[src/rtl/control_sequencer_if.sv]
// control_sequencer_if: data RAM access handshake.
// Sequencer drives mem_req; RAM answers with mem_ready.
interface control_sequencer_if;
  logic mem_req;
  logic mem_ready;

  modport master (
    output mem_req,
    input  mem_ready
  );

  modport slave (
    input  mem_req,
    output mem_ready
  );
endinterface

[src/rtl/control_sequencer.sv]
// control_sequencer: picks the class decoder, owns state/IR, stalls on RAM.
// Define PERF_CNT_EN to add retired_cnt / stall_cnt outputs.
module control_sequencer #(
  parameter int MAX_WAIT = 16
) (
  input  logic        clock,
  input  logic        reset,
  control_sequencer_if.master bus,
  input  logic [31:0] instruction,
  input  logic [28:0] cw_r,
  input  logic [28:0] cw_i,
  input  logic [28:0] cw_m,
  input  logic [28:0] cw_b,
  input  logic [1:0]  ns_r,
  input  logic [1:0]  ns_i,
  input  logic [1:0]  ns_m,
  input  logic [1:0]  ns_b,
  input  logic [63:0] k_r,
  input  logic [63:0] k_i,
  input  logic [63:0] k_m,
  input  logic [63:0] k_b,
  output logic [31:0] cur_instr,
  output logic [1:0]  state,
  output logic [28:0] controlWord,
  output logic [63:0] K,
  output logic        illegal,
  output logic        bus_error
`ifdef PERF_CNT_EN
  ,
  output logic [31:0] retired_cnt,
  output logic [31:0] stall_cnt
`endif
);

  localparam logic [1:0]  S0  = 2'd0;
  localparam logic [1:0]  S3  = 2'd3;
  localparam logic [28:0] NOP = 29'h0800_0000;
  localparam logic [7:0]  WMAX = 8'(MAX_WAIT);

  logic [31:0] ir;
  logic [7:0]  wait_q;
  logic        hit_i, hit_b, hit_r, hit_m;
  logic        sel_i, sel_b, sel_r, sel_m;
  logic [28:0] sel_cw;
  logic [63:0] sel_k;
  logic [1:0]  sel_ns;
  logic        bad;
  logic        active, access, abort, stall, wrap;
  logic [1:0]  nxt;

  assign cur_instr = (state == S0) ? instruction : ir;

  assign hit_i = cur_instr[28:26] == 3'b100;
  assign hit_b = cur_instr[28:26] == 3'b101;
  assign hit_r = cur_instr[27:25] == 3'b101;
  assign hit_m = cur_instr[27] & ~cur_instr[25];

  assign sel_i = hit_i;
  assign sel_b = hit_b & ~hit_i;
  assign sel_r = hit_r & ~hit_i & ~hit_b;
  assign sel_m = hit_m & ~hit_i & ~hit_b & ~hit_r;

  // route the winning class decoder; undecodable opcodes become a NOP
  always_comb begin
    sel_cw = NOP;
    sel_k  = '0;
    sel_ns = S0;
    bad    = 1'b0;
    unique case (1'b1)
      sel_i: begin
        sel_cw = cw_i;
        sel_k  = k_i;
        sel_ns = ns_i;
      end
      sel_b: begin
        sel_cw = cw_b;
        sel_k  = k_b;
        sel_ns = ns_b;
      end
      sel_r: begin
        sel_cw = cw_r;
        sel_k  = k_r;
        sel_ns = ns_r;
      end
      sel_m: begin
        sel_cw = cw_m;
        sel_k  = k_m;
        sel_ns = ns_m;
      end
      default: begin
        sel_cw = NOP;
        sel_k  = '0;
        sel_ns = S0;
        bad    = 1'b1;
      end
    endcase
  end

  assign active = ~reset;
  assign access = sel_cw[5] | (sel_cw[4:3] == 2'b10);
  assign abort  = active & access & ~bus.mem_ready
                & (wait_q >= WMAX);
  assign stall  = active & access & ~bus.mem_ready & ~abort;
  assign wrap   = (state == S3) & (sel_ns != S0)
                & ~stall & ~abort;

  assign bus.mem_req = active & access;
  assign bus_error   = abort;
  assign illegal     = active & (bad | wrap);
  assign K           = sel_k;

  // mask write-back and PC update while waiting on RAM
  always_comb begin
    controlWord = sel_cw;
    if (abort) begin
      controlWord = '0;
    end else if (stall) begin
      controlWord[28:27] = 2'b00;
      controlWord[6]     = 1'b0;
    end
  end

  // next sequencer state
  always_comb begin
    nxt = sel_ns;
    if (abort || wrap) begin
      nxt = S0;
    end else if (stall) begin
      nxt = state;
    end
  end

  // state, instruction register and RAM wait counter
  always_ff @(posedge clock) begin
    if (reset) begin
      state  <= S0;
      ir     <= '0;
      wait_q <= '0;
    end else begin
      state <= nxt;
      if (state == S0 && !stall) begin
        ir <= instruction;
      end
      if (stall) begin
        wait_q <= wait_q + 8'd1;
      end else begin
        wait_q <= '0;
      end
    end
  end

`ifdef PERF_CNT_EN
  logic retire;
  assign retire = active & ~stall & (nxt == S0);

  // retired-instruction and stall-cycle counters
  always_ff @(posedge clock) begin
    if (reset) begin
      retired_cnt <= '0;
      stall_cnt   <= '0;
    end else begin
      if (retire) begin
        retired_cnt <= retired_cnt + 32'd1;
      end
      if (stall) begin
        stall_cnt <= stall_cnt + 32'd1;
      end
    end
  end
`endif

endmodule

[src/flat_wrapper.sv]
// flat-port wrapper written by rule: the top's interface ports become plain ports
module control_sequencer_flat 
#(
  parameter int MAX_WAIT = 16
)
  (clock, reset, instruction, cw_r, cw_i, cw_m, cw_b, ns_r, ns_i, ns_m, ns_b, k_r, k_i, k_m, k_b, cur_instr, state, controlWord, K, illegal, bus_error, bus_mem_req, bus_mem_ready);
  control_sequencer_if bus_i ();
  input  logic clock;
  input  logic reset;
  input  logic [31:0] instruction;
  input  logic [28:0] cw_r;
  input  logic [28:0] cw_i;
  input  logic [28:0] cw_m;
  input  logic [28:0] cw_b;
  input  logic [1:0] ns_r;
  input  logic [1:0] ns_i;
  input  logic [1:0] ns_m;
  input  logic [1:0] ns_b;
  input  logic [63:0] k_r;
  input  logic [63:0] k_i;
  input  logic [63:0] k_m;
  input  logic [63:0] k_b;
  output logic [31:0] cur_instr;
  output logic [1:0] state;
  output logic [28:0] controlWord;
  output logic [63:0] K;
  output logic illegal;
  output logic bus_error;
  output wire logic [$bits(bus_i.mem_req)-1:0] bus_mem_req;
  input wire logic [$bits(bus_i.mem_ready)-1:0] bus_mem_ready;
  assign bus_mem_req = bus_i.mem_req;
  assign bus_i.mem_ready = bus_mem_ready;
  control_sequencer #(.MAX_WAIT(MAX_WAIT)) u_core (.clock(clock), .reset(reset), .bus(bus_i), .instruction(instruction), .cw_r(cw_r), .cw_i(cw_i), .cw_m(cw_m), .cw_b(cw_b), .ns_r(ns_r), .ns_i(ns_i), .ns_m(ns_m), .ns_b(ns_b), .k_r(k_r), .k_i(k_i), .k_m(k_m), .k_b(k_b), .cur_instr(cur_instr), .state(state), .controlWord(controlWord), .K(K), .illegal(illegal), .bus_error(bus_error));
endmodule
[config.mk]
export PLATFORM = sky130hd
export DESIGN_NAME = control_sequencer_flat
export DESIGN_NICKNAME = d
export VERILOG_FILES = /design/src/rtl/control_sequencer_if.sv /design/src/rtl/control_sequencer.sv /design/src/flat_wrapper.sv
export SDC_FILE = /design/constraint.sdc
export NUM_CORES = 1
export LEC_CHECK = 0
export BUFFER_PORTS_ARGS = -buffer_cell sky130_fd_sc_hd__buf_2
export CAP_MARGIN = 40
export CORE_AREA = 2 2 213 215
export DETAILED_ROUTE_END_ITERATION = 8
export DIE_AREA = 0 0 215 217
export PLACE_DENSITY = 0.43
export SYNTH_ARGS = -nofsm -noshare
export SYNTH_HDL_FRONTEND = slang
export SYNTH_SLANG_ARGS = --single-unit
[constraint.sdc]
create_clock -name clock -period 6.2 [get_ports clock]
set_clock_uncertainty 0.1 [all_clocks]
set_input_delay 0.31 -clock clock [delete_from_list [all_inputs] [get_ports clock]]
set_output_delay 0.31 -clock clock [all_outputs]
set_load 0.005 [all_outputs]
### Word-level counts from Yosys, hierarchy flattened

Cells that the tools add are included.
Widths: inputs -> output; s select.

| word-level totals | value |
|---|---|
| bits in registers | 42 |
| input bits | 415 |
| output and inout bits | 130 |
| logic and storage cells | 54 |

| operators by class | value |
|---|---|
| $add $sub $neg | 1 |
| magnitude comparators | 1 |
| equal/unequal tests | 5 |
| muxes and demuxes | 11 |
| bitwise logic cells | 25 |
| reductions and logical operators | 8 |

Operators by type and width:

| kind | number |
|---|---|
| $pmux 64 s4 | 1 |
| $pmux 29 s4 | 1 |
| $mux 32 | 1 |
| $mux 20 | 1 |
| $and 1x1->1 | 15 |
| $eq 3x3->1 const B | 3 |
| $add 8x1->8 const B | 1 |
| $ge 8x5->1 const B | 1 |
| $not 1->1 | 8 |
| $pmux 2 s4 | 1 |
| $mux 6 | 1 |
| $eq 2x2->1 const B | 2 |
| $mux 2 | 2 |
| $reduce_or 2->1 | 2 |
| $reduce_or 4->1 | 1 |
| $mux 1 | 3 |
| $logic_not 2->1 | 1 |
| $or 1x1->1 | 2 |
| $reduce_bool 2->1 | 1 |
| $logic_and 1x1->1 | 1 |
| $logic_not 1->1 | 1 |
| $logic_or 1x1->1 | 1 |

### Longest topological paths before layout

Gate-level depths: netlist (run 1).

| depth | value |
|---|---|
| depth in word-level cells | 20 |
| depth in mapped cells | 10 |
| gate-level depth less buffers | 8 |

### Least setup slack after synthesis (run 1)

OpenSTA, ideal clock, no wires.

| path | value |
|---|---|
| path type | reg2out |
| start | register u_core.state[1] |
| end | output port controlWord[18] |
| data arrival time | 2.682 ns |
| required time | 5.790 ns |
| path slack | 3.108 ns |
| cell stages (with the launch flop) | 10 |
| buffers on the path | 2 |
| path through | dfxtp_1 nor2_2 mux2i_1 mux2_1 a222oi_1 a21bo_2 and3_1 buf_2 buf_2 nor2_1 |

| between the ends | value |
|---|---|
| cells in the longest elaborated chain, start to end | 14 |
| elaborated cells on any way between the ends | 23 |
| classes of those cells | 4 x eq/ne; 3 x mux; 15 x bitwise; 1 x reduce/logical |

RTL lines:

| element | RTL line | text |
|---|---|---|
| start: declaration | control_sequencer.sv:23 | `output logic [1:0] state,` |
| start signal: assignment | control_sequencer.sv:140 | `state <= nxt;` |
| $logic_not 2->1 (*) | control_sequencer.sv:51 | `assign cur_instr = (state == S0) ? instruction : ir;` |
| $mux 32 (*) | control_sequencer.sv:51 |  |
| $eq 3x3->1 / $not 1->1 (equally long branches) | control_sequencer.sv:53, control_sequencer.sv:56 |  |
| $not 1->1 / $and 1x1->1 (equally long branches) | - |  |
| $and 1x1->1 (3 in a row) | control_sequencer.sv:61 | `assign sel_m = hit_m & ~hit_i & ~hit_b & ~hit_r;` |
| $pmux 29 s4 (*) | control_sequencer.sv:69 | `unique case (1'b1)` |
| $eq 2x2->1 | control_sequencer.sv:100 | `assign access = sel_cw[5] \| (sel_cw[4:3] == 2'b10);` |
| $or 1x1->1 (*) | control_sequencer.sv:100 |  |
| $and 1x1->1 (*) (2 in a row) | control_sequencer.sv:101 | `assign abort = active & access & ~bus.mem_ready` |
| $and 1x1->1 (*) | control_sequencer.sv:102 | `& (wait_q >= WMAX);` |
| named net bus_error | flat_wrapper.sv:28 | `output logic bus_error;` |
| $mux 20 (*) | control_sequencer.sv:115 | `if (abort) begin` |
| end: declaration | flat_wrapper.sv:25 | `output logic [28:0] controlWord;` |

The timed path passes the listed nets; every way through them passes the cells marked *.

### Worst setup path after layout (run 1)

| path | value |
|---|---|
| start | register u_core.state[1] |
| end | output port controlWord[25] |

| between the ends | value |
|---|---|
| cells in the longest elaborated chain, start to end | 14 |
| elaborated cells on any way between the ends | 23 |
| classes of those cells | 4 x eq/ne; 3 x mux; 15 x bitwise; 1 x reduce/logical |

RTL lines:

| element | RTL line |
|---|---|
| $logic_not 2->1 (*) | control_sequencer.sv:51 |
| $mux 32 (*) | control_sequencer.sv:51 |
| $eq 3x3->1 / $not 1->1 (equally long branches) | control_sequencer.sv:53, control_sequencer.sv:56 |
| $not 1->1 / $and 1x1->1 (equally long branches) | - |
| $and 1x1->1 (3 in a row) | control_sequencer.sv:61 |
| $pmux 29 s4 (*) | control_sequencer.sv:69 |
| $eq 2x2->1 | control_sequencer.sv:100 |
| $or 1x1->1 | control_sequencer.sv:100 |
| $and 1x1->1 (2 in a row) | control_sequencer.sv:101 |
| $and 1x1->1 | control_sequencer.sv:102 |
| $mux 20 (*) | control_sequencer.sv:115 |

Mark *: on every way between the ends. The rest lies on a longest branch, timed or not.

==> results.sh, run 1 <==
export IMPL_outcome="finished, final reports clean"
export IMPL_final_layout_size_suffix_gt1_frac=0.5682
export IMPL_drtIter0Drc=505
export IMPL_worst_setup_hold_path_clk_slew_ns=0.06
export IMPL_seq_pwr_share=0.215
export IMPL_hold_class="in2reg"
export IMPL_grt_pass1_wl_mm=44.78
export IMPL_internal_power_mw=0.8641
export IMPL_cap_violations=0
export IMPL_finalCoreUtilization=0.1766
export IMPL_maximum_clock_insertion_buffer_count=2
export IMPL_grt_pass1_vias=6743
export IMPL_hold_viol_final=0
export IMPL_critical_path_startpoint="u_core.state[1]"
export IMPL_cp_end_kind="primary output"
export IMPL_synth_seq_area_share=0.1946
export IMPL_drt_pass1_iterations=9
export IMPL_share_comb_of_total_power=0.612
export IMPL_synth_adder_area_share=0.005790
export IMPL_h_tree_depth=2
export IMPL_global_route_peak_usage_layer="met2"
export IMPL_synth_top_family_by_area="compound AO/OA/AOI/OAI gates"
export IMPL_antenna_violations_before_repair=16
export IMPL_pin_count_of_the_biggest_net_entering_global_routing=64
export IMPL_max_freq_mhz=206.8
export IMPL_hold_end="u_core.ir[16]"
export IMPL_synth_ff_latch_count=42
export IMPL_insertion_delay_ns=0.29
export IMPL_worst_setup_path_start_kind="register"
export IMPL_grt_met1_usage=0.1500
export IMPL_syn_avg_cell_area_sq_um=7.745
export IMPL_cts_post_setup_buffers_inserted=0
export IMPL_detail_route_antenna_nets=0
export IMPL_synth_mux_area_fraction=0.2464
export IMPL_design_die_area_sq_um=46660
export IMPL_p_sw_mw=0.6196
export IMPL_yosysWarnings=0
export IMPL_rows=78
export IMPL_hpwlAfterDp_mm=27.78
export IMPL_path_cells="nor2_4 > buf_4 > mux2i_4 > mux2_1 > a222oi_1 > a21bo_2 > and3_1 > nor2_1 > buf_2"
export IMPL_finalWorstPathRequiredPeriod_ns=4.834
export IMPL_share_of_synthesized_cell_area_in_and_or_nand_and_nor_gates=0.1265
export IMPL_synthToLayoutAreaGrowth_pct=82.69
export IMPL_ctsResizeCount=0
export IMPL_holdBufCountCts=0
export IMPL_sw_ratio=0.4176
export IMPL_final_max_slew_violation_count=0
export IMPL_rr_worst_depth=9
export IMPL_totalNegativeSetupSlack_ns=0
export IMPL_cp_buffers_inverters=2
export IMPL_critical_path_top_delay_family="simple AND/OR/NAND/NOR gates"
export IMPL_worst_slew_margin_rel=0.4057
export IMPL_syn_inst=558
export IMPL_areal_power_density_over_the_cells_nw_per_um2=187.9
export IMPL_portBuffers=544
export IMPL_vias=6750
export IMPL_post_synth_xor_area_fraction=0.006080
export IMPL_fin_crit_sh=0.7798
export IMPL_timing_worst_setup_path_type="reg2out"
export IMPL_drc_errors=0
export IMPL_hp_start="instruction[16]"
export IMPL_crit_reg2reg_launch="u_core.state[1]"
export IMPL_ios=545
export IMPL_cts_root_buffer_cell="sky130_fd_sc_hd__clkbuf_16"
export IMPL_worstPathArrival_ns=4.42
export IMPL_max_slew_worst_pin_slew_ns=0.8846
export IMPL_met2_grt_util=0.2298
export IMPL_power_frac_clock=0.173
export IMPL_detail_route_wirelength_mm=32.68
export IMPL_tritoncts="built"
export IMPL_crit_path_max_fanout=23
export IMPL_worstPathRequired_ns=5.79
export IMPL_globalRouteTotalUtil=0.1304
export IMPL_global_route_usage_met3=0.02795
export IMPL_post_drt_via_cell_ratio=4.023
export IMPL_synth_top_cell_area_share=0.1946
export IMPL_worst_r2r_endpoint="u_core.ir[9]"
export IMPL_yosysUniqueCellTypes=41
export IMPL_routabilityCongestion=0.9830
export IMPL_cts_num_sinks=42
export IMPL_die_width_um=215
export IMPL_synth_compound_gate_area_share=0.3587
export IMPL_peak_per_stage_delay_on_the_critical_path_ns=0.57
export IMPL_crit_slowest_cell="sky130_fd_sc_hd__a222oi_1"
export IMPL_setup_viol=0
export IMPL_tritoncts_num_buffers=5
export IMPL_timing_reg2reg_setup_slack_ns=1.94
export IMPL_rsz0062_at_grt="false"
export IMPL_synth_cell_area_sq_um=4322
export IMPL_die_height_um=217
export IMPL_initial_core_util=0.09669
export IMPL_synth_top_cells_by_area="sky130_fd_sc_hd__dfxtp_1 (19%), sky130_fd_sc_hd__mux2i_1 (16%), sky130_fd_sc_hd__a22oi_1 (11%), sky130_fd_sc_hd__mux2_2 (8.9%), sky130_fd_sc_hd__o21ai_0 (7.5%)"
export IMPL_whs_path_depth=2
export IMPL_worst_ir_drop_on_vdd_mv=0.09261
export IMPL_wl_per_cell_um=19.47
export IMPL_placeableCoreArea_sq_um=44700
export IMPL_power_static_leakage_nw=4.104
export IMPL_globalRouteOverflowTotal=0
export IMPL_design_final_nets=1486
export IMPL_post_synth_top_area_cell="sky130_fd_sc_hd__dfxtp_1"
## cell usage in the layout (no fill, tap or decap), drive strengths merged, types with 2 or more instances in the layout
| master | count |
|---|---|
| o32ai | 2 |
| a222oi | 28 |
| ha | 2 |
| a211oi | 2 |
| buf | 558 |
| a22oi | 65 |
| dfxtp | 42 |
| mux2 | 35 |
| a22o | 33 |
| clkbuf | 6 |
| nor3 | 5 |
| o21ai | 66 |
| inv | 7 |
| nand2b | 3 |
| a21boi | 2 |
| conb | 3 |
| diode | 8 |
| nor2 | 33 |
| and3 | 2 |
| xor2 | 2 |
| nand3 | 3 |
| a211o | 2 |
| nand2 | 85 |
| clkinv | 2 |
| a21oi | 3 |
| mux2i | 67 |
## cell usage after synthesis
cell type / count
sky130_fd_sc_hd__or4_1: 1
sky130_fd_sc_hd__a2111oi_4: 1
sky130_fd_sc_hd__a32oi_1: 1
sky130_fd_sc_hd__inv_1: 7
sky130_fd_sc_hd__xor2_1: 2
sky130_fd_sc_hd__o21ai_0: 65
sky130_fd_sc_hd__clkbuf_1: 38
sky130_fd_sc_hd__o2bb2ai_1: 1
sky130_fd_sc_hd__conb_1: 1
sky130_fd_sc_hd__mux2_2: 34
sky130_fd_sc_hd__mux2_1: 1
sky130_fd_sc_hd__a21bo_2: 1
sky130_fd_sc_hd__and3_1: 2
sky130_fd_sc_hd__a221o_1: 1
sky130_fd_sc_hd__a22oi_1: 65
sky130_fd_sc_hd__o221ai_1: 1
sky130_fd_sc_hd__buf_6: 3
sky130_fd_sc_hd__buf_1: 11
sky130_fd_sc_hd__o21ai_1: 1
sky130_fd_sc_hd__nor2_2: 1
sky130_fd_sc_hd__a211oi_1: 2
sky130_fd_sc_hd__and2_1: 1
sky130_fd_sc_hd__a221oi_1: 1
sky130_fd_sc_hd__o32ai_1: 2
sky130_fd_sc_hd__nand4_1: 1
sky130_fd_sc_hd__a21oi_1: 3
sky130_fd_sc_hd__a222oi_1: 28
sky130_fd_sc_hd__xnor2_1: 1
sky130_fd_sc_hd__nand2b_1: 3
sky130_fd_sc_hd__nand2_1: 85
sky130_fd_sc_hd__nor3_1: 5
sky130_fd_sc_hd__dfxtp_1: 42
sky130_fd_sc_hd__or4b_2: 1
sky130_fd_sc_hd__a211o_1: 2
sky130_fd_sc_hd__a21boi_0: 2
sky130_fd_sc_hd__ha_1: 2
sky130_fd_sc_hd__a22o_1: 33
sky130_fd_sc_hd__nor2_1: 32
sky130_fd_sc_hd__nand3_1: 3
sky130_fd_sc_hd__mux2i_1: 67
sky130_fd_sc_hd__buf_2: 4
## through the flow
step,setup slack (ns),hold WS (ns),total power [mW],area [sq um],instances
2_1_floorplan,3.108,0.3297,0.7714,4329,560
3_3_place_gp,1.664,0.3437,1.243,7712,1661
3_5_place_dp,1.570,0.3517,1.246,7732,1662
4_1_cts,1.243,0.1395,1.519,7875,1670
5_1_grt,1.070,0.1473,1.599,7893,1677
6_report,1.366,0.1509,1.484,7895,1678
## power by group through the flow
stage | Combinational, mW | Clock (mW) | Sequential, mW
floorplan | 0.452 | 0 | 0.319
global placement | 0.920 | 0 | 0.323
detailed placement | 0.922 | 0 | 0.324
CTS | 0.927 | 0.274 | 0.319
global route | 0.992 | 0.284 | 0.323
finish | 0.907 | 0.257 | 0.319
## how the worst max path moves through the flow
stage	endpoint	cells after the start
4_1_cts	controlWord[25]	9
2_1_floorplan	controlWord[18]	9
5_1_grt	controlWord[25]	9
3_3_place_gp	controlWord[25]	9
6_report	controlWord[25]	9
3_5_place_dp	controlWord[25]	9
## layer usage
metal | routed length, um | vias up
li1 | - | 3181
met1 | 12880 | 3160
met2 | 16040 | 361
met3 | 2231 | 44
met4 | 1507 | 4
met5 | 27 | -
## flip-flops by register name, indices dropped and copies added, names as in the netlist
signal and count:
u_core.wait_q 8, u_core.state 2, u_core.ir 32
## kinds of logic after synthesis
kind of cell	count (synthesis)
buf+inv	63
mux	102
simple gates	135
xor+xnor	3
compound gates	210
fa+ha+maj	2
other cells	1
flops	42
## final cells by class
type	instances	area, sq um
Clock inverter	2	13.76
Multi-Input combinational cell	455	3274
Inverter	7	26.28
Antenna cell	8	20.02
Fill cell	5180	36800
Tap cell	600	750.7
Sequential cell	42	840.8
Timing Repair Buffer	558	2840
Clock buffer	6	128.9
(Power assumes the default switching activity.)
==> run 2: changes to the inputs <==
--- a/config.mk
+++ b/config.mk
@@ -7,10 +7,10 @@
 export LEC_CHECK = 0
 export BUFFER_PORTS_ARGS = -buffer_cell sky130_fd_sc_hd__buf_2
 export CAP_MARGIN = 40
-export CORE_AREA = 2 2 213 215
+export CORE_AREA = 2 2 210 212
 export DETAILED_ROUTE_END_ITERATION = 8
-export DIE_AREA = 0 0 215 217
-export PLACE_DENSITY = 0.43
+export DIE_AREA = 0 0 212 214
+export PLACE_DENSITY = 0.44
 export SYNTH_ARGS = -nofsm -noshare
 export SYNTH_HDL_FRONTEND = slang
 export SYNTH_SLANG_ARGS = --single-unit
==> constraint.sdc (replaced) <==
create_clock -name clock -period 4.5 [get_ports clock]
set_clock_uncertainty 0.1 [all_clocks]
set_input_delay 0.225 -clock clock [delete_from_list [all_inputs] [get_ports clock]]
set_output_delay 0.225 -clock clock [all_outputs]
set_load 0.005 [all_outputs]
==> run 2 against run 1 <==
Against the previous run:
- final area is 0.25% higher
- final cell count shrank 0.95%
- non-clock buffer count is 2 lower
- setup slack got worse by 0.98 ns
- sequential power rose by 38%
- die area decreased by 2.8%
- critical path type unchanged
- largest cell class unchanged
- largest power group unchanged
- highest routed layer unchanged
==> results.sh, run 2 (synthesized netlist as in run 1, its figures left out) <==
export IMPL_outcome="finished, final reports clean"
export IMPL_maximum_clock_insertion_buffer_count=2
export IMPL_setup_ws_ns=0.3876
export IMPL_registers_with_the_most_flip_flops="u_core.ir: 32 flops, u_core.wait_q: 8 flops, u_core.state: 2 flops"
export IMPL_power_static_leakage_nw=4.119
export IMPL_share_comb_of_total_power=0.569
export IMPL_peak_per_stage_delay_on_the_critical_path_ns=0.71
export IMPL_grt_pass1_vias=6625
export IMPL_synthToLayoutAreaGrowth_pct=83.15
export IMPL_detail_route_antenna_nets=0
export IMPL_globalRouteTotalUtil=0.1288
export IMPL_rsz0062_at_grt="false"
export IMPL_detail_route_wirelength_mm=31.29
export IMPL_largest_register_ff_count=32
export IMPL_post_place_cells=1645
export IMPL_internal_power_mw=1.301
export IMPL_vias=6611
export IMPL_final_hold_worst_slack_ns=0.05880
export IMPL_hold_viol_final=0
export IMPL_hp_start="instruction[15]"
export IMPL_worst_ir_drop_on_vdd_mv=0.1444
export IMPL_final_max_slew_violation_count=0
export IMPL_wl_per_cell_um=18.83
export IMPL_rr_worst_depth=8
export IMPL_ios=545
export IMPL_cp_buffers_inverters=1
export IMPL_dp_worst_setup_slack_ns=0.6995
export IMPL_h_tree_depth=2
export IMPL_most_common_layout_cells="sky130_fd_sc_hd__buf_2 (544), sky130_fd_sc_hd__nand2_1 (85), sky130_fd_sc_hd__mux2i_1 (65), sky130_fd_sc_hd__a22oi_1 (65), sky130_fd_sc_hd__o21ai_0 (65)"
export IMPL_hold_class="in2reg"
export IMPL_areal_power_density_over_the_cells_nw_per_um2=268.0
export IMPL_crit_cells=8
export IMPL_antenna_violations_before_repair=27
export IMPL_setup_viol=0
export IMPL_design_die_area_sq_um=45370
export IMPL_critical_path_startpoint="u_core.state[1]"
export IMPL_worstPathRequired_ns=4.18
export IMPL_totalNegativeSetupSlack_ns=0
export IMPL_tritoncts_num_buffers=5
export IMPL_ctsResizeCount=0
export IMPL_routabilityCongestion=0.9197
export IMPL_insertion_delay_ns=0.28
export IMPL_holdBufCountCts=0
export IMPL_cts_post_setup_buffers_inserted=0
export IMPL_pin_count_of_the_biggest_net_entering_global_routing=88
export IMPL_cts_num_sinks=42
export IMPL_timing_worst_setup_path_type="reg2out"
export IMPL_max_slew_worst_pin_slew_ns=1.121
export IMPL_layout_filler_cells=4933
export IMPL_critical_path_top_delay_family="simple AND/OR/NAND/NOR gates"
export IMPL_cts_root_buffer_cell="sky130_fd_sc_hd__clkbuf_16"
export IMPL_rows=76
export IMPL_mostFrequentLayoutCell="sky130_fd_sc_hd__buf_2"
export IMPL_initial_core_util=0.1008
export IMPL_fin_crit_sh=0.9139
export IMPL_cp_end_kind="primary output"
export IMPL_multi_input_area_sq_um=3274
export IMPL_finalWorstPathRequiredPeriod_ns=4.112
export IMPL_power_frac_clock=0.223
export IMPL_portBuffers=544
export IMPL_drc_errors=0
export IMPL_die_width_um=212
export IMPL_hpwlAfterDp_mm=26.39
export IMPL_path_cells="nor2_4 > mux2i_4 > and2_4 > a222oi_1 > a21boi_0 > nor3_1 > a21boi_0 > buf_2"
export IMPL_register_area_sq_um=840.8
export IMPL_crit_reg2reg_launch="u_core.state[1]"
export IMPL_worst_setup_hold_path_clk_slew_ns=0.07
export IMPL_design_final_nets=1484
export IMPL_crit_slowest_cell="sky130_fd_sc_hd__nor3_1"
export IMPL_worst_setup_path_start_kind="register"
export IMPL_final_layout_size_suffix_gt1_frac=0.5684
export IMPL_drt_pass1_iterations=7
export IMPL_seq_pwr_share=0.207
export IMPL_worst_slew_margin_rel=0.2524
export IMPL_worstPathArrival_ns=3.79
export IMPL_crit_path_max_fanout=40
export IMPL_regMostFlops="u_core.ir"
export IMPL_max_freq_mhz=243.2
export IMPL_drtIter0Drc=569
export IMPL_sw_ratio=0.3869
export IMPL_critPathMostFrequentCell="sky130_fd_sc_hd__a21boi_0"
export IMPL_tot_pwr_mw=2.121
export IMPL_grt_pass1_wl_mm=42.94
export IMPL_tritoncts="built"
export IMPL_die_height_um=214
export IMPL_globalRouteOverflowTotal=0
export IMPL_post_drt_via_cell_ratio=3.978
export IMPL_final_cell_count_no_fill=1662
export IMPL_cap_violations=0
export IMPL_whs_path_depth=2
export IMPL_placeableCoreArea_sq_um=42890
export IMPL_p_sw_mw=0.8206
-- run 2: worst paths after layout --
kind | end | slack (ns)
worst min register to register | u_core.ir[0] | 0.37
worst min-delay path | u_core.ir[15] | 0.06
worst max register to register | u_core.ir[16] | 0.75
worst max-delay path | controlWord[4] | 0.39
-- run 2: through the flow --
stage / instance area (sq um) / utilization
floorplan: 4329 / -
global placement: 7699 / 0.1795
detailed placement: 7699 / 0.1795
CTS: 7893 / 0.1840
global route: 7910 / 0.1844
finish: 7915 / 0.1846
-- run 2: area by class of cell --
type                       count  area share
timing repair buffer         556      0.3569
inverter                       7    0.003320
clock inverter                 3    0.008694
tap                          585     0.09248
clock buffer                   5     0.01581
multi-input combinational    455      0.4137
sequential                    42      0.1062
antenna                        9    0.002845
-- run 2: power by group through the flow --
stage                     Combinational, mW  Clock [mW]  Sequential, mW
after floorplan                       0.623           0           0.439
after global placement                 1.22           0           0.448
after detailed placement               1.22           0           0.447
after CTS                              1.22       0.492           0.440
after global routing                   1.32       0.503           0.445
final                                  1.21       0.474           0.440
-- run 2: routing by layer --
metal | track usage | part of all wire
met1 | 0.1527 | 0.40
met2 | 0.2258 | 0.48
met3 | 0.03269 | 0.084
met4 | 0.03944 | 0.025
met5 | 0 | 0.0028
-- run 2: worst reg2reg max path: cells and delay by family, from the launching register on --
kind | cells | cell delay, ns
AOI/OAI and AO/OA | 4 | 1.43
muxes | 2 | 0.96
DFF | 1 | 0.42
buffers and inverters | 1 | 0.40
and+or+nand+nor | 1 | 0.39
